## config.mk

```make
export PLATFORM = sky130hd
export DESIGN_NAME = cache_req_frontend
export DESIGN_NICKNAME = d
export VERILOG_FILES = /design/src/rtl/cache_pkg.sv /design/src/rtl/cache_req_fifo.sv /design/src/rtl/cache_req_frontend.sv
export SDC_FILE = /design/constraint.sdc
export NUM_CORES = 1
export LEC_CHECK = 0
export ABC_AREA = 1
export BUFFER_PORTS_ARGS = -buffer_cell sky130_fd_sc_hd__buf_2
export CELL_PAD_IN_SITES_DETAIL_PLACEMENT = 1
export CELL_PAD_IN_SITES_GLOBAL_PLACEMENT = 2
export CORE_ASPECT_RATIO = 0.5
export CORE_MARGIN = 2
export CORE_UTILIZATION = 34
export DETAILED_ROUTE_END_ITERATION = 10
export PLACE_DENSITY = 0.86
export SETUP_SLACK_MARGIN = 0.4
export SLEW_MARGIN = 20
export SYNTH_ARGS = -nofsm -noshare
export SYNTH_HDL_FRONTEND = slang
export SYNTH_SLANG_ARGS = --single-unit
```

## constraint.sdc

```tcl
create_clock -name clk -period 3.04 [get_ports clk]
set_input_delay 0.608 -clock clk [delete_from_list [all_inputs] [get_ports clk]]
set_output_delay 0.608 -clock clk [all_outputs]
set_load 0.01 [all_outputs]
```

## src/rtl/cache_pkg.sv

```systemverilog
// cache_pkg: geometry, op encoding and request record shared by the request front end and the cache core.
package cache_pkg;

    localparam int ADDR_W     = 32;
    localparam int BYTE_BITS  = 6;
    localparam int INDEX_BITS = 14;
    localparam int TAG_BITS   = ADDR_W - INDEX_BITS - BYTE_BITS;
    localparam int NUM_SETS   = 1 << INDEX_BITS;

    typedef enum logic [3:0] {
        OP_RD_D     = 4'd0,
        OP_WR_D     = 4'd1,
        OP_RD_I     = 4'd2,
        OP_SNP_INV  = 4'd3,
        OP_SNP_RD   = 4'd4,
        OP_SNP_WR   = 4'd5,
        OP_SNP_RWIM = 4'd6,
        OP_CLR      = 4'd8,
        OP_PRINT    = 4'd9
    } op_e;

    typedef struct packed {
        op_e                   op;
        logic [TAG_BITS-1:0]   tag;
        logic [INDEX_BITS-1:0] index;
        logic [BYTE_BITS-1:0]  offset;
        logic                  snoop;
        logic                  last;
    } req_t;

    function automatic logic is_snoop(input logic [3:0] n);
        return (n >= 4'd3) && (n <= 4'd6);
    endfunction

    function automatic logic is_access(input logic [3:0] n);
        return n <= 4'd6;
    endfunction

    function automatic logic is_sweep(input logic [3:0] n);
        return (n == OP_CLR) || (n == OP_PRINT);
    endfunction

endpackage

```

## src/rtl/cache_req_fifo.sv

```systemverilog
// cache_req_fifo: small synchronous FIFO holding raw {n, addr} trace commands; non-bypassing.
`default_nettype none

module cache_req_fifo #(
    parameter int DW    = 36,
    parameter int DEPTH = 4
) (
    input  logic          clk,
    input  logic          rstb,
    input  logic          push_i,
    input  logic [DW-1:0] din_i,
    input  logic          pop_i,
    output logic [DW-1:0] dout_o,
    output logic          full_o,
    output logic          empty_o
);

    localparam int AW = $clog2(DEPTH);

    logic [DW-1:0] mem_q [DEPTH];
    logic [AW:0]   wr_q;
    logic [AW:0]   rd_q;
    logic          w_do_push;
    logic          w_do_pop;

    // Extra pointer bit separates full from empty when the address bits match.
    assign full_o    = (wr_q[AW] != rd_q[AW]) && (wr_q[AW-1:0] == rd_q[AW-1:0]);
    assign empty_o   = (wr_q == rd_q);
    assign w_do_push = push_i && !full_o;
    assign w_do_pop  = pop_i && !empty_o;
    assign dout_o    = mem_q[rd_q[AW-1:0]];

    always_ff @(posedge clk or negedge rstb) begin
        if (!rstb) begin
            wr_q <= '0;
            rd_q <= '0;
        end else begin
            if (w_do_push) wr_q <= wr_q + 1'b1;
            if (w_do_pop)  rd_q <= rd_q + 1'b1;
        end
    end

    always_ff @(posedge clk) begin
        if (w_do_push) mem_q[wr_q[AW-1:0]] <= din_i;
    end

endmodule

`default_nettype wire

```

## src/rtl/cache_req_frontend.sv

```systemverilog
// cache_req_frontend: buffers trace commands, drops illegal codes, expands clear/print into per-set sweeps.
// Optional per-class accepted-op counters are built when CACHE_FE_STATS_EN is defined.
`default_nettype none

module cache_req_frontend #(
    parameter int ADDR_W     = cache_pkg::ADDR_W,
    parameter int BYTE_BITS  = cache_pkg::BYTE_BITS,
    parameter int INDEX_BITS = cache_pkg::INDEX_BITS,
    parameter int FIFO_DEPTH = 4
) (
    input  logic                                 clk,
    input  logic                                 rstb,
    input  logic                                 trc_valid,
    output logic                                 trc_ready,
    input  logic [3:0]                           trc_n,
    input  logic [ADDR_W-1:0]                    trc_addr,
    output logic                                 req_valid,
    input  logic                                 req_ready,
    output logic [3:0]                           req_op,
    output logic [ADDR_W-INDEX_BITS-BYTE_BITS-1:0] req_tag,
    output logic [INDEX_BITS-1:0]                req_index,
    output logic [BYTE_BITS-1:0]                 req_offset,
    output logic                                 req_snoop,
    output logic                                 req_last,
    output logic                                 busy,
    output logic [15:0]                          illegal_cnt
`ifdef CACHE_FE_STATS_EN
    ,
    output logic [31:0]                          rd_cnt,
    output logic [31:0]                          wr_cnt,
    output logic [31:0]                          ifetch_cnt,
    output logic [31:0]                          snoop_cnt
`endif
);

    localparam int TAG_W = ADDR_W - INDEX_BITS - BYTE_BITS;
    localparam int FW    = 4 + ADDR_W;

    typedef enum logic [0:0] {
        ST_PASS  = 1'b0,
        ST_SWEEP = 1'b1
    } state_e;

    state_e                  state_q;
    logic [INDEX_BITS-1:0]   cnt_q;
    logic [3:0]              sweep_op_q;
    logic                    valid_q;
    logic [3:0]              op_q;
    logic [TAG_W-1:0]        tag_q;
    logic [INDEX_BITS-1:0]   index_q;
    logic [BYTE_BITS-1:0]    offset_q;
    logic                    snoop_q;
    logic                    last_q;
    logic [15:0]             illegal_q;

    logic [FW-1:0]           w_head;
    logic [3:0]              w_head_n;
    logic [ADDR_W-1:0]       w_head_addr;
    logic                    w_full;
    logic                    w_empty;
    logic                    w_push;
    logic                    w_pop;
    logic                    w_load_ok;
    logic                    w_cnt_last;

    assign trc_ready   = !w_full;
    assign w_push      = trc_valid && trc_ready;
    assign w_load_ok   = !valid_q || req_ready;
    assign w_pop       = (state_q == ST_PASS) && !w_empty && w_load_ok;
    assign w_head_n    = w_head[FW-1 -: 4];
    assign w_head_addr = w_head[ADDR_W-1:0];
    assign w_cnt_last  = &cnt_q;

    cache_req_fifo #(
        .DW    (FW),
        .DEPTH (FIFO_DEPTH)
    ) u_fifo (
        .clk     (clk),
        .rstb    (rstb),
        .push_i  (w_push),
        .din_i   ({trc_n, trc_addr}),
        .pop_i   (w_pop),
        .dout_o  (w_head),
        .full_o  (w_full),
        .empty_o (w_empty)
    );

    always_ff @(posedge clk or negedge rstb) begin
        if (!rstb) begin
            state_q    <= ST_PASS;
            cnt_q      <= '0;
            sweep_op_q <= '0;
            valid_q    <= 1'b0;
            op_q       <= '0;
            tag_q      <= '0;
            index_q    <= '0;
            offset_q   <= '0;
            snoop_q    <= 1'b0;
            last_q     <= 1'b0;
            illegal_q  <= '0;
        end else begin
            // A loadable stage with nothing new to load goes empty this cycle.
            if (w_load_ok) valid_q <= 1'b0;
            case (state_q)
                ST_PASS: begin
                    if (w_pop) begin
                        if (cache_pkg::is_access(w_head_n)) begin
                            valid_q  <= 1'b1;
                            op_q     <= w_head_n;
                            tag_q    <= w_head_addr[ADDR_W-1 -: TAG_W];
                            index_q  <= w_head_addr[BYTE_BITS +: INDEX_BITS];
                            offset_q <= w_head_addr[BYTE_BITS-1:0];
                            snoop_q  <= cache_pkg::is_snoop(w_head_n);
                            last_q   <= 1'b0;
                        end else if (cache_pkg::is_sweep(w_head_n)) begin
                            sweep_op_q <= w_head_n;
                            cnt_q      <= '0;
                            state_q    <= ST_SWEEP;
                        end else if (illegal_q != 16'hFFFF) begin
                            illegal_q <= illegal_q + 16'd1;
                        end
                    end
                end
                ST_SWEEP: begin
                    if (w_load_ok) begin
                        valid_q  <= 1'b1;
                        op_q     <= sweep_op_q;
                        tag_q    <= '0;
                        index_q  <= cnt_q;
                        offset_q <= '0;
                        snoop_q  <= 1'b0;
                        last_q   <= w_cnt_last;
                        if (w_cnt_last) state_q <= ST_PASS;
                        else            cnt_q   <= cnt_q + 1'b1;
                    end
                end
                default: state_q <= ST_PASS;
            endcase
        end
    end

    assign req_valid   = valid_q;
    assign req_op      = op_q;
    assign req_tag     = tag_q;
    assign req_index   = index_q;
    assign req_offset  = offset_q;
    assign req_snoop   = snoop_q;
    assign req_last    = last_q;
    assign illegal_cnt = illegal_q;
    assign busy        = !w_empty || valid_q || (state_q == ST_SWEEP);

`ifdef CACHE_FE_STATS_EN
    // Sweep ops carry codes 8/9, so decoding the held op code excludes them.
    always_ff @(posedge clk or negedge rstb) begin
        if (!rstb) begin
            rd_cnt     <= '0;
            wr_cnt     <= '0;
            ifetch_cnt <= '0;
            snoop_cnt  <= '0;
        end else if (valid_q && req_ready) begin
            if (op_q == 4'd0) rd_cnt     <= rd_cnt + 32'd1;
            if (op_q == 4'd1) wr_cnt     <= wr_cnt + 32'd1;
            if (op_q == 4'd2) ifetch_cnt <= ifetch_cnt + 32'd1;
            if (cache_pkg::is_snoop(op_q)) snoop_cnt <= snoop_cnt + 32'd1;
        end
    end
`endif

endmodule

`default_nettype wire

```

==> results.txt <==
* Category of the critical setup timing path: flip-flop to flip-flop
* CP most frequent cell: sky130_fd_sc_hd__nand2_1
- Derived from the worst setup path, the maximum achievable clock frequency is 407 MHz.
- Along the worst path, the maximum fanout reaches 36.
- Die Footprint: 0.0300 mm^2
- STA puts the critical path data arrival time at 2.62 ns.
- After global routing the overflow that remains totals 0.
* Standard cell with the maximum stage delay on the critical path: sky130_fd_sc_hd__buf_4
* Net count after synthesis: 996
* Count of input and output buffers: 96
* DRC marker count from the first detailed-route iteration: 436
* Xor and xnor fraction of the mapped netlist area: 0.0171
* CTS H-tree lvls: 1
- Root cell of the clock tree: sky130_fd_sc_hd__clkbuf_16
* WL/cell: 17.3 um
- Summed over all cells, the static leakage comes to 4.95 nW.
* RSZ-0062 raised after global routing: false
* Count of yosys warnings during synthesis: 0
- Maximum number of pins on one net before global-route repair: 58
- After legalization and detailed placement, the total HPWL measured 16,200 um.
- Fraction of the yosys area taken by sequential cells: 0.651
* Portion of netlist area occupied by mux cells: 0
- Power spread over the standard cell area amounts to 587 mW/mm^2.
- Synth Area in Simple Gates: 0.222
- By area, the combinational part of the netlist is dominated by simple AND/OR/NAND/NOR gates.
* Count of clock tree sinks: 224
- The count of nets left with antenna violations once routing finished came out at 0.
* Clock transition at path regs: 0.07 ns
- Slew headroom: 0.598
* Number of nets in the layout: 1,093
- The count of pins over their slew limit came to 0.
- Max incr delay on CP: 0.51 ns
- Clock latency reported for the late side of the worst-skew pair: 0.54 ns
* Setup slack of the most critical reg-to-reg path: 0.58 ns
- Sum of routed wire length over all layers: 25,000 um
- Number of maximum-capacitance constraint violations: 0
- Global-route wire length before repair: 39,500 um
* Worst-path cell chain: inv_2 > nand2_1 > nand2_1 > and2_1 > nand3_1 > nand2_1 > nor2_4 > buf_4
- The design draws 6.73 mW.
* Synthesized netlist cell count: 949
- The detailed router placed 7,029 vias in this run.
- Fill cell total of the finished layout: 3,126
* Num rows: 43
- The final number of hold-violating endpoints is 0.
- Worst hold path type: primary input to flip-flop
* Chip width: 243 um
- In the global route stage, overall resource usage came out at 0.167.
* Final RePlAce weighted congestion: 0.789
- Post-route DRC: 0
* Final critical-path setup slack: 0.584 ns
- During I/O placement, the number of pins put on the boundary was 97.
- Startpoint Class: flip-flop
* Total CTS buffers: 23
* Share of synthesized cell area in full adder, half adder and majority cells: 0.00901
* Total iterations of the first detailed-routing run: 5
* Register bit count reported by yosys: 224
- Vias in the first global route: 7,392
- The initial utilization of the core area, before any placement, comes to 0.348.
- A synthesized cell averages 10.2 um^2.
* WP data required: 3.20 ns
- Clock period minus worst slack: 2.46 ns
* Type of element capturing the critical path: flip-flop
- Setup violations remaining at the end of the flow were counted as 0.
- At the pin with the least slew margin, the transition time is 0.604 ns.
* CTS tree: built
- Vertical die dimension: 124 um
- Worst slack, placed: 0.455 ns
- Number of unique standard cell types used by synthesis: 33
* Fraction of final layout cells with drive strength greater than 1: 0.182
- In the routed layout, each cell is associated on average with a via count of 4.86.
* Part of the cycle the worst path needs: 0.808
- The compound-gate portion of the synthesized area came to 0.0545.
* Netlist Area Pre-Place: 0.00972 mm^2
- The area growth from synthesis to layout is 18.1%.
- Clock Tree Buf Depth: 3
- Worst vdd rail ir drop: 0.000428 V
- Antenna violations before repair: 2
- Clock skew on the completed layout was measured at 0.0150 ns.
- After floorplanning, the core was sized to cover 0.0279 mm^2.
* Run status: complete, no violations
## flip-flops by register name, indices dropped and copies added (netlist names)
| signal | count |
|---|---|
| req_op | 4 |
| req_tag | 12 |
| illegal_cnt | 16 |
| req_offset | 6 |
| u_fifo.rd_q | 3 |
| u_fifo.wr_q | 3 |
| req_snoop | 1 |
| req_valid | 1 |
| u_fifo.mem_q | 144 |
| req_last | 1 |
| cnt_q | 14 |
| state_q | 1 |
| req_index | 14 |
| sweep_op_q | 4 |
## area by class of cell
| type | count | area [um^2] | area share |
|---|---|---|---|
| Clock inverter | 14 | 209 | 0.0182 |
| Antenna cell | 1 | 2.50 | 0.000218 |
| Tap cell | 382 | 478 | 0.0416 |
| Multi-Input combinational cell | 629 | 2970 | 0.259 |
| Sequential cell | 224 | 6330 | 0.551 |
| Inverter | 53 | 199 | 0.0173 |
| Timing Repair Buffer | 115 | 673 | 0.0587 |
| Clock buffer | 28 | 614 | 0.0535 |
## logic make-up (layout without fill, tap and decap cells)
kind of cell	Yosys count	count (layout)
buf+inv	96	210
compound gates	100	100
fa+ha+maj	7	7
xor+xnor	19	19
flops	224	224
simple gates	503	503
other cells	0	1
## layout by cell type, fill, tap and decap left out, types with 2 or more instances in the layout
cell                          n
sky130_fd_sc_hd__a21oi_1      7
sky130_fd_sc_hd__buf_12       3
sky130_fd_sc_hd__buf_2       95
sky130_fd_sc_hd__buf_4       14
sky130_fd_sc_hd__buf_6        2
sky130_fd_sc_hd__bufinv_16    4
sky130_fd_sc_hd__clkbuf_1     3
sky130_fd_sc_hd__clkbuf_16   23
sky130_fd_sc_hd__clkbuf_8     2
sky130_fd_sc_hd__clkinv_2     3
sky130_fd_sc_hd__clkinv_4     3
sky130_fd_sc_hd__dfrtp_1     79
sky130_fd_sc_hd__edfxtp_1   144
sky130_fd_sc_hd__ha_1         7
sky130_fd_sc_hd__inv_1       48
sky130_fd_sc_hd__inv_2        5
sky130_fd_sc_hd__nand2_1    284
sky130_fd_sc_hd__nand2_2     19
sky130_fd_sc_hd__nand2_4      3
sky130_fd_sc_hd__nand3_1     95
sky130_fd_sc_hd__nand3_2      2
sky130_fd_sc_hd__nand3b_1     3
sky130_fd_sc_hd__nand4_1      3
sky130_fd_sc_hd__nor2_1      69
sky130_fd_sc_hd__nor2_2       2
sky130_fd_sc_hd__nor2_4       5
sky130_fd_sc_hd__nor3_1      13
sky130_fd_sc_hd__o21ai_0     72
sky130_fd_sc_hd__o22ai_1     18
sky130_fd_sc_hd__or2_2        3
sky130_fd_sc_hd__xnor2_1      4
sky130_fd_sc_hd__xor2_1      15
## worst max-delay path, delay by kind of cell, from the launching register on
family	cells	cell delay, ns
AND/OR/NAND/NOR	6	0.89
buffers and inverters	2	0.67
flip-flops	1	0.49
## power by group
group          internal (mW)  total [mW]  switching (mW)
Clock                   1.81        3.06            1.25
Sequential              3.30        3.37          0.0638
Combinational          0.111       0.302           0.191
## through the flow
| stage | cell area [um^2] | setup TNS, ns | std cells | hold WS (ns) | util |
|---|---|---|---|---|---|
| floorplan | 9720 | -4.27 | 949 | 0.312 | - |
| global placement | 10600 | 0 | 1401 | 0.455 | 0.380 |
| detailed placement | 10600 | 0 | 1401 | 0.465 | 0.380 |
| CTS | 11400 | 0 | 1444 | 0.270 | 0.410 |
| global route | 11500 | 0 | 1445 | 0.273 | 0.411 |
| finish | 11500 | 0 | 1446 | 0.290 | 0.411 |
## Yosys cell counts
library cell	count	area share
sky130_fd_sc_hd__nor2_4	1	0.0012
sky130_fd_sc_hd__buf_2	9	0.0046
sky130_fd_sc_hd__clkbuf_1	19	0.0073
sky130_fd_sc_hd__nand2_4	3	0.0035
sky130_fd_sc_hd__nand3b_1	3	0.0023
sky130_fd_sc_hd__dfrtp_1	80	0.21
sky130_fd_sc_hd__nor2_1	73	0.028
sky130_fd_sc_hd__inv_2	5	0.0019
sky130_fd_sc_hd__nor2_2	2	0.0013
sky130_fd_sc_hd__buf_4	3	0.0023
sky130_fd_sc_hd__nand2_2	19	0.012
sky130_fd_sc_hd__or2_2	3	0.0019
sky130_fd_sc_hd__nand2_1	284	0.11
sky130_fd_sc_hd__nor3_1	13	0.0067
sky130_fd_sc_hd__nand4_1	3	0.0019
sky130_fd_sc_hd__buf_12	1	0.0021
sky130_fd_sc_hd__buf_1	3	0.0012
sky130_fd_sc_hd__o21ai_0	72	0.037
sky130_fd_sc_hd__o21a_1	1	0.00077
sky130_fd_sc_hd__nand3_1	95	0.049
sky130_fd_sc_hd__a31oi_1	1	0.00064
sky130_fd_sc_hd__and2_1	1	0.00064
sky130_fd_sc_hd__buf_6	7	0.0081
sky130_fd_sc_hd__clkbuf_2	1	0.00051
sky130_fd_sc_hd__edfxtp_1	144	0.45
sky130_fd_sc_hd__ha_1	7	0.0090
sky130_fd_sc_hd__o211ai_1	1	0.00077
sky130_fd_sc_hd__nand3_2	3	0.0031
sky130_fd_sc_hd__o22ai_1	18	0.012
sky130_fd_sc_hd__xor2_1	15	0.014
sky130_fd_sc_hd__a21oi_1	7	0.0036
sky130_fd_sc_hd__inv_1	48	0.019
sky130_fd_sc_hd__xnor2_1	4	0.0036
## repair_timing
action / CTS / global route
gates resized for setup: 0 / 3
buffers inserted: 0 / 1
setup endpoints to repair: 0 / 70
hold buffers: 1 / 0
hold endpoints to repair: 23 / 0
## worst paths after layout
check | start | depth (start not counted) | end
worst max register to register | u_fifo.rd_q[0]$_DFFE_PN0P_ | 8 | u_fifo.mem_q[0][27]$_DFFE_PP_
worst min-delay path | trc_addr[5] | 1 | u_fifo.mem_q[0][5]$_DFFE_PP_
worst min register to register | req_index[7]$_DFFE_PN0P_ | 2 | req_index[7]$_DFFE_PN0P_
min in group asynchronous | rstb | 2 | u_fifo.wr_q[2]$_DFFE_PN0N_
max in group asynchronous | rstb | 3 | cnt_q[10]$_DFFE_PN0P_
worst max-delay path | u_fifo.rd_q[0]$_DFFE_PN0P_ | 8 | u_fifo.mem_q[0][27]$_DFFE_PP_
## routing by layer
metal  global-route usage  part of all wire  vias to the layer above
met2                0.286              0.48                      109
met4               0.0414             0.017                        2
met3               0.0365             0.040                       36
met1                0.219              0.47                     3514
met5                    0           0.00060                        -
li1                     -                 -                     3368
(Power assumes the default switching activity.)
